===== src/rtl/gl_tri_assembler.sv =====
// Triangle assembler: builds list/strip triangles from a vertex stream, queues them in a
// DEPTH-entry FIFO and issues one triangle at a time, waiting for raster_ready before the next.
module gl_tri_assembler #(
  parameter int DEPTH = 4,
  parameter int AW    = 2
) (
  input  logic          clk,
  input  logic          reset,
  input  logic          prim_mode,
  input  logic          strip_restart,
  input  logic          vtx_valid,
  input  logic [95:0]   vtx_data,
  output logic          vtx_ready,
  output logic          fifo_ready,
  output logic [95:0]   fifo_in1,
  output logic [95:0]   fifo_in2,
  output logic [95:0]   fifo_in3,
  input  logic          raster_ready,
  output logic [AW:0]   tri_count
);

  localparam logic [AW-1:0] PTR_ONE   = AW'(1);
  localparam logic [AW:0]   CNT_ONE   = (AW+1)'(1);
  localparam logic [AW:0]   CNT_DEPTH = (AW+1)'(DEPTH);

  logic [287:0]  mem [DEPTH];
  logic [AW-1:0] wr_ptr;
  logic [AW-1:0] rd_ptr;
  logic [AW:0]   count;
  logic          busy;

  logic [1:0]    vcnt;
  logic [95:0]   va;
  logic [95:0]   vb;
  logic          parity;
  logic          last_mode;

  logic          full;
  logic          empty;
  logic          accept;
  logic          restart;
  logic [1:0]    eff_vcnt;
  logic          eff_parity;
  logic          push;
  logic          pop;
  logic [287:0]  push_data;

  assign full      = (count == CNT_DEPTH);
  assign empty     = (count == '0);
  assign vtx_ready = !full;
  assign tri_count = count;

  // A restart (explicit or mode change) takes effect in the same cycle, so a vertex
  // accepted alongside it already sees an empty primitive.
  always_comb begin
    accept     = vtx_valid && !full;
    restart    = strip_restart || (prim_mode != last_mode);
    eff_vcnt   = restart ? 2'd0 : vcnt;
    eff_parity = restart ? 1'b0 : parity;
    push       = accept && (eff_vcnt == 2'd2);
    pop        = !empty && !busy;
    push_data  = {va, vb, vtx_data};
    if (prim_mode && eff_parity) begin
      push_data = {vb, va, vtx_data};
    end
  end

  always_ff @(posedge clk) begin
    if (push) begin
      mem[wr_ptr] <= push_data;
    end
  end

  always_ff @(posedge clk) begin
    if (reset) begin
      wr_ptr     <= '0;
      rd_ptr     <= '0;
      count      <= '0;
      busy       <= 1'b0;
      fifo_ready <= 1'b0;
      fifo_in1   <= '0;
      fifo_in2   <= '0;
      fifo_in3   <= '0;
    end else begin
      fifo_ready <= pop;
      if (push) begin
        wr_ptr <= wr_ptr + PTR_ONE;
      end
      if (pop) begin
        rd_ptr                         <= rd_ptr + PTR_ONE;
        {fifo_in1, fifo_in2, fifo_in3} <= mem[rd_ptr];
      end
      case ({push, pop})
        2'b10:   count <= count + CNT_ONE;
        2'b01:   count <= count - CNT_ONE;
        default: count <= count;
      endcase
      // Issue wins over a completion pulse seen while idle; that pulse is stray.
      if (pop) begin
        busy <= 1'b1;
      end else if (raster_ready) begin
        busy <= 1'b0;
      end
    end
  end

  always_ff @(posedge clk) begin
    if (reset) begin
      vcnt      <= 2'd0;
      va        <= '0;
      vb        <= '0;
      parity    <= 1'b0;
      last_mode <= 1'b0;
    end else if (accept) begin
      last_mode <= prim_mode;
      case (eff_vcnt)
        2'd0: begin
          va     <= vtx_data;
          vcnt   <= 2'd1;
          parity <= eff_parity;
        end
        2'd1: begin
          vb     <= vtx_data;
          vcnt   <= 2'd2;
          parity <= eff_parity;
        end
        default: begin
          if (prim_mode) begin
            // Strip: slide the window and flip winding for the next triangle.
            va     <= vb;
            vb     <= vtx_data;
            parity <= !eff_parity;
            vcnt   <= 2'd2;
          end else begin
            vcnt   <= 2'd0;
            parity <= 1'b0;
          end
        end
      endcase
    end else if (restart) begin
      vcnt   <= 2'd0;
      parity <= 1'b0;
    end
  end

endmodule


===== config.mk =====
export PLATFORM = sky130hd
export DESIGN_NAME = gl_tri_assembler
export DESIGN_NICKNAME = d
export VERILOG_FILES = /design/src/rtl/gl_tri_assembler.sv
export SDC_FILE = /design/constraint.sdc
export NUM_CORES = 2
export LEC_CHECK = 0
export CORE_MARGIN = 5
export CORE_UTILIZATION = 53
export CTS_CLUSTER_SIZE = 20
export DETAILED_ROUTE_END_ITERATION = 16
export GPL_TIMING_DRIVEN = 0
export PLACE_DENSITY_LB_ADDON = 0.2
export SYNTH_ARGS = -nofsm -noshare
export SYNTH_HDL_FRONTEND = slang
export SYNTH_SLANG_ARGS = --single-unit

===== constraint.sdc =====
create_clock -name clk -period 9 [get_ports clk]
set_input_delay 1.35 -clock clk [delete_from_list [all_inputs] [get_ports clk]]
set_output_delay 1.35 -clock clk [all_outputs]
set_load 0.1 [all_outputs]

* Yosys cells after proc, flatten, opt, wreduce, memory -nomap -nowiden
Memories as Yosys holds them, arrays and structs flattened. A register that Yosys moved wholly into a read port is not among the register bits.
Index checks and enable logic that the tools add are counted.
** Storage, ports and cells
- Register bits after elaboration :: 205
- Memory bits (writable) :: 1152
- Bits of input ports :: 102
- Output and inout port bits :: 293
- Word-level logic and storage cells :: 59
- Memories kept :: 1
** Operators by class
- Add/sub/neg operators :: 4
- Equality and inequality tests :: 6
- Muxes and demuxes :: 18
- Bitwise operators :: 2
- Reduce and logical (&&, ||, !) cells :: 18
** Memories
- mem :: words 4, width 288, read ports 1, clocked after Yosys merged registers in 1, write ports 1, line 26 : logic [287:0] mem [DEPTH];
** Operators with widths (count)
- $pmux 96 s2 :: 2
- $mux 288 :: 1
- $mux 96 :: 2
- $mux 1 :: 8
- $reduce_bool 2->1 :: 4
- $mux 2 :: 3
- $pmux 3 s2 :: 1
- $reduce_and 3->1 :: 2
- $add 2x1->2 const B :: 2
- $eq 2x1->1 const B :: 2
- $eq 2x2->1 const B :: 2
- $logic_and 1x1->1 :: 4
- $logic_not 1->1 :: 4
- $pmux 2 s2 :: 1
- $add 3x1->3 const B :: 1
- $eq 3x3->1 const B :: 1
- $logic_not 3->1 :: 1
- $sub 3x1->3 const B :: 1
- $logic_not 2->1 :: 1
- $not 1->1 :: 2
- $reduce_or 2->1 :: 1
- $logic_or 1x1->1 :: 1
- $ne 1x1->1 :: 1

* Logic depth before layout (Yosys ltp)
- Depth after elaboration :: 7
- Depth in mapped cells :: 13
- Depth with buffers taken out :: 10

* Least setup slack after synthesis
Ideal clock, no wire load.
- Path type :: input-to-reg
- Start :: input port prim_mode
- End :: memory mem[2][0], enable pin
- Library setup time :: 0.686 ns
- Arrival :: 9.052 ns
- Slack :: -0.738 ns
- Stages :: 7
- Path buffers :: 3
- Cells stage by stage :: buf_2 -> xor2_1 -> buf_2 -> nor2_1 -> and4b_1 -> clkbuf_1 -> and2_1
** Between the ends
- Word-level cells in the longest chain between the ends :: 7
** Ends and longest elaborated chain
- from (decl) :: line 9 : input logic prim_mode,
- $ne 1x1->1 :: line 57 : restart = strip_restart || (prim_mode != last_mode);
- $logic_or 1x1->1 :: line 57
- $mux 2
- $eq 2x2->1 :: line 60 : push = accept && (eff_vcnt == 2'd2);
- $logic_and 1x1->1 :: line 60
- $mux 1 :: line 69 : if (push) begin
- $mux 1 (not written as such) :: line 70 : mem[wr_ptr] <= push_data;
- to (decl) :: line 26
No other way between the ends.

* Worst setup path in the final report
- Start :: input port vtx_valid
- End :: memory mem[1][249], enable pin
** Between the ends
- Word-level cells in the longest chain between the ends :: 4
** Ends and longest elaborated chain
- from (decl) :: line 11 : input logic vtx_valid,
- $logic_and 1x1->1 :: line 56 : accept = vtx_valid && !full;
- $logic_and 1x1->1 :: line 60
- $mux 1 :: line 69
- $mux 1 (not written as such) :: line 70
No other way between the ends.

==> flow_summary.rst <==
.. list-table::
   :header-rows: 1

   * - Metric
     - Value
   * - Share of synthesized cell area in and, or, nand and nor gates
     - 0.0567
   * - Clock period minus final worst setup slack
     - 5.05 ns
   * - Routed len/inst
     - 26.1 um
   * - Detailed-route DRC error count
     - 0
   * - Unrepaired setup endpoints after global routing
     - no
   * - Row cnt
     - 126
   * - Outcome
     - finished, violations left
   * - Post-detailed-placement cell area
     - 0.0691 mm^2
   * - Fraction of registers with async set or reset after synthesis
     - 0
   * - CP required
     - 9.41 ns
   * - Global-route wire length before repair
     - 244 mm
   * - Routed length on met3
     - 14.1 mm
   * - Post-cts gate resize count
     - 0
   * - Number of nets with antenna violations after routing
     - 0
   * - Length of the first detailed-routing pass in iterations
     - 6
   * - Routed vias
     - 37900
   * - Startpoint-to-endpoint class of the critical path
     - primary input to register
   * - Tot GR Track Use
     - 0.261
   * - Width of the chip
     - 353 um
   * - Setup Buffers After CTS
     - 0
   * - Main combinational cell family by area after synthesis
     - multiplexers
   * - Violation count after the first detailed-routing iteration
     - 4421
   * - Max-capacitance violation count
     - 1
   * - Slowest-stage cell, CP
     - clkbuf_1
   * - Synthesized-area fraction occupied by adder cells
     - 0.00132
   * - Floorplan die area
     - 0.125 mm^2
   * - Leakage power total
     - 24.5 nW
   * - Clk sinks
     - 1645
   * - Highest routing layer actually used
     - met5
   * - Final hold violation count
     - 0
   * - Remaining global-route overflow
     - 0
   * - Routed metal-1 wire length
     - 69.1 mm
   * - Critical Path AT
     - 5.46 ns
   * - Post-detailed-route via-to-cell ratio
     - 6.00
   * - Antenna violations before repair
     - 17
   * - Seq cells post-synth
     - 1645
   * - Total power divided by cell area
     - 289 mW/mm^2
   * - Primary FF master, synth
     - edfxtp_1
   * - Number of global-route vias before repair
     - 37400
   * - Root buf cell
     - clkbuf_16
   * - Worst Setup End Kind
     - register
   * - Overall power consumption
     - 21.5 mW
   * - Dominant cell type by count on the critical path
     - buf_16
   * - Fraction of synthesized area in multiplexers
     - 0.139
   * - Routed length on met2
     - 77.1 mm
   * - Worst-path cell chain
     - clkdlybuf4s50_1, inv_1, nor2_1, clkbuf_1, and4b_1, clkbuf_1, and2_4, buf_16, buf_16, buf_16
   * - Total of hold buffers inserted after clock tree synthesis
     - 0
   * - Syn Inst Count
     - 4049
   * - Area added between synthesis and finish
     - 19.4%
   * - Synthesized netlist net count
     - 4157
   * - Crit. Startpoint
     - vtx_valid
   * - Largest voltage drop on the vdd net
     - 0.343 mV
   * - Classification of the worst-slack hold path
     - register to register
   * - NumNets Final
     - 4741
   * - Capture point of the worst reg-to-reg path
     - mem[1][249]
   * - CP Capture Point
     - mem[1][249]
   * - Largest net degree at the start of global routing
     - 57
   * - Number of different library cells in the post-synthesis netlist
     - 39
   * - Total of warnings raised by yosys
     - 0
   * - Clock network latency to the later pin of the worst-skew pair
     - 0.77 ns
   * - Cell area after layout
     - 0.0746 mm^2
   * - Final wirelength
     - 165 mm
   * - Synthesized-area fraction occupied by ao, oa, aoi and oai cells
     - 0.0694
   * - Violated checks
     - max-capacitance violations, max-slew violations
   * - Number of setup violations in the final report
     - 0
   * - Initial Util
     - 0.531
   * - Final Cycle Share
     - 0.561
   * - Startpoint of the worst-slack reg-to-reg timing path
     - tri_count[2]
   * - TritonCTS clock tree
     - done
   * - Slew HR
     - -0.0216
   * - Setup clock skew after layout
     - 0.0306 ns
   * - Share of cells above drive strength 1
     - 0.174
   * - Buffers added on ports
     - 393
   * - Critical Path Source Type
     - primary input
   * - Pins over their slew limit
     - 6
   * - Critical Path Fanout Max
     - 52
   * - Sequential area share after synthesis
     - 0.712
   * - Placeable core region
     - 0.118 mm^2
   * - Pre-CTS setup slack
     - 3.26 ns
   * - CTS max path bufs
     - 3
   * - Largest incremental delay on the critical path
     - 0.99 ns
   * - Final core utilization
     - 0.634
   * - Register-to-register path setup slack
     - 4.41 ns
   * - Post-CTS clock slew at the launch and capture registers of the worst setup and hold paths
     - 0.06 ns
   * - TritonCTS buffer count
     - 163
   * - Number of enable-type register cells in the synthesized netlist
     - 1152
   * - Number of levels the H-tree was split into
     - 4
   * - Non-filler instance count after layout
     - 6317
   * - Count of boundary I/O pins
     - 395
   * - Final Wtd Congestion
     - 0.857
   * - Syn Std Cell Area
     - 0.0625 mm^2
   * - Slew of the pin with the lowest slew margin
     - 1.53 ns
   * - Fmax achieved
     - 198 MHz
   * - Number of instances in the placed design
     - 6004
   * - Post-Syn Area per Cell
     - 15.4 um^2
   * - XOR/XNOR Fraction of Synth Area
     - 0.000841
   * - HPWL after detailed placement
     - 109 mm
   * - Number of cell instances on the worst register-to-register path
     - 9
   * - Worst Slack Setup Final
     - 3.95 ns
   * - Die Y
     - 353 um
## kinds of logic (layout without fill, tap and decap cells)
family / after synthesis / in the layout
muxes: 482 / 482
buffers and inverters: 324 / 1045
DFF: 1645 / 1645
and+or+nand+nor: 897 / 897
xor gates and xnor gates: 6 / 6
adders and majority gates: 6 / 6
AOI/OAI and AO/OA: 689 / 689
other: 0 / 11
## flip-flops by register name, indices dropped and copies added, names as in the netlist
signal	cells
vb	96
parity	1
rd_ptr	2
va	96
last_mode	1
fifo_in1	96
tri_count	3
fifo_ready	1
fifo_in3	96
mem	1152
fifo_in2	96
busy	1
wr_ptr	2
vcnt	2
## worst max-delay path: cells and delay by family
kind          cells  cell delay, ns
simple gates      3            1.02
buf+inv           7            2.97
## synthesized netlist by cell type, types with 4 or more instances
library cell  instances  area, um^2
buf_1                31         116
dfxtp_1             493        9870
inv_1                10        37.5
a21oi_1             390        1950
buf_2                30         150
o2111ai_1            96         841
edfxtp_1           1152       34600
o211a_1              96         961
nor2_1               11        41.3
ha_1                  5        62.6
nand2_1             772        2900
buf_4                23         173
and2_1                4        25.0
clkbuf_1            229         860
o21ai_0              99         495
mux4_2              288        6490
mux2_2              193        2170
nand3_1              99         495
## per-layer routing
metal  vias up  track usage
li1      16600            -
met1     19300        0.381
met2      1682        0.404
met3       279       0.0492
met4         8       0.0800
met5         -            0
## through the flow
| step | hold WS [ns] | TNS, ns |
|---|---|---|
| finish | 0.450 | 0 |
| global route | 0.469 | 0 |
| CTS | 0.454 | 0 |
| detailed placement | 0.446 | 0 |
| global placement | 0.442 | -1933.30 |
| floorplan | 0.457 | 0 |
## cell usage in the layout (no fill, tap or decap), types with 2 or more instances in the layout
master	instances
mux2_2	193
inv_6	6
o211a_1	96
nand2b_1	2
edfxtp_1	1152
a21oi_1	390
nor2_1	11
xor2_1	2
ha_1	5
clkinv_4	2
clkbuf_16	167
xnor2_1	2
clkinv_8	6
inv_1	10
nor3b_1	2
clkbuf_8	28
clkbuf_2	11
bufinv_16	13
clkbuf_1	257
diode_2	11
clkbuf_4	2
o2111ai_1	96
clkinv_1	15
clkinv_2	23
buf_16	24
buf_4	23
nand3_1	99
nand2_1	772
clkdlybuf4s50_1	393
buf_1	31
buf_2	30
nand4b_1	2
o21ai_0	99
dfxtp_1	493
and2_4	4
mux4_2	288
## layout make-up
class / count / area [um^2]
tap: 1536 / 1920
fill: 8516 / 43000
sequential: 1645 / 44500
clock inverter: 66 / 749
clock buffer: 236 / 4730
multi-input combinational: 2080 / 16700
buffer: 313 / 1310
timing repair buffer: 419 / 4630
inverter: 11 / 41.3
antenna: 11 / 27.5
## worst min-delay path by stage
stage                 start            to  slack (ns)  cells past startpoint
4_1_cts        fifo_in2[85]  fifo_in2[85]        0.45                      2
3_3_place_gp   fifo_in1[24]  fifo_in1[24]        0.44                      2
3_5_place_dp   fifo_in3[94]  fifo_in3[94]        0.45                      2
5_1_grt         fifo_in1[0]   fifo_in1[0]        0.47                      2
6_report       fifo_in2[80]  fifo_in2[80]        0.45                      2
2_1_floorplan         vb[0]         vb[0]        0.46                      2
## report_power, final
| part | leakage, nW | internal (mW) | switching, mW |
|---|---|---|---|
| combinational | 7.22 | 1.20 | 4.48 |
| clock | 2.70 | 4.04 | 2.83 |
| sequential | 14.6 | 8.59 | 0.392 |
| total | 24.5 | 13.8 | 7.71 |
Power figures use the tool's default switching activity.
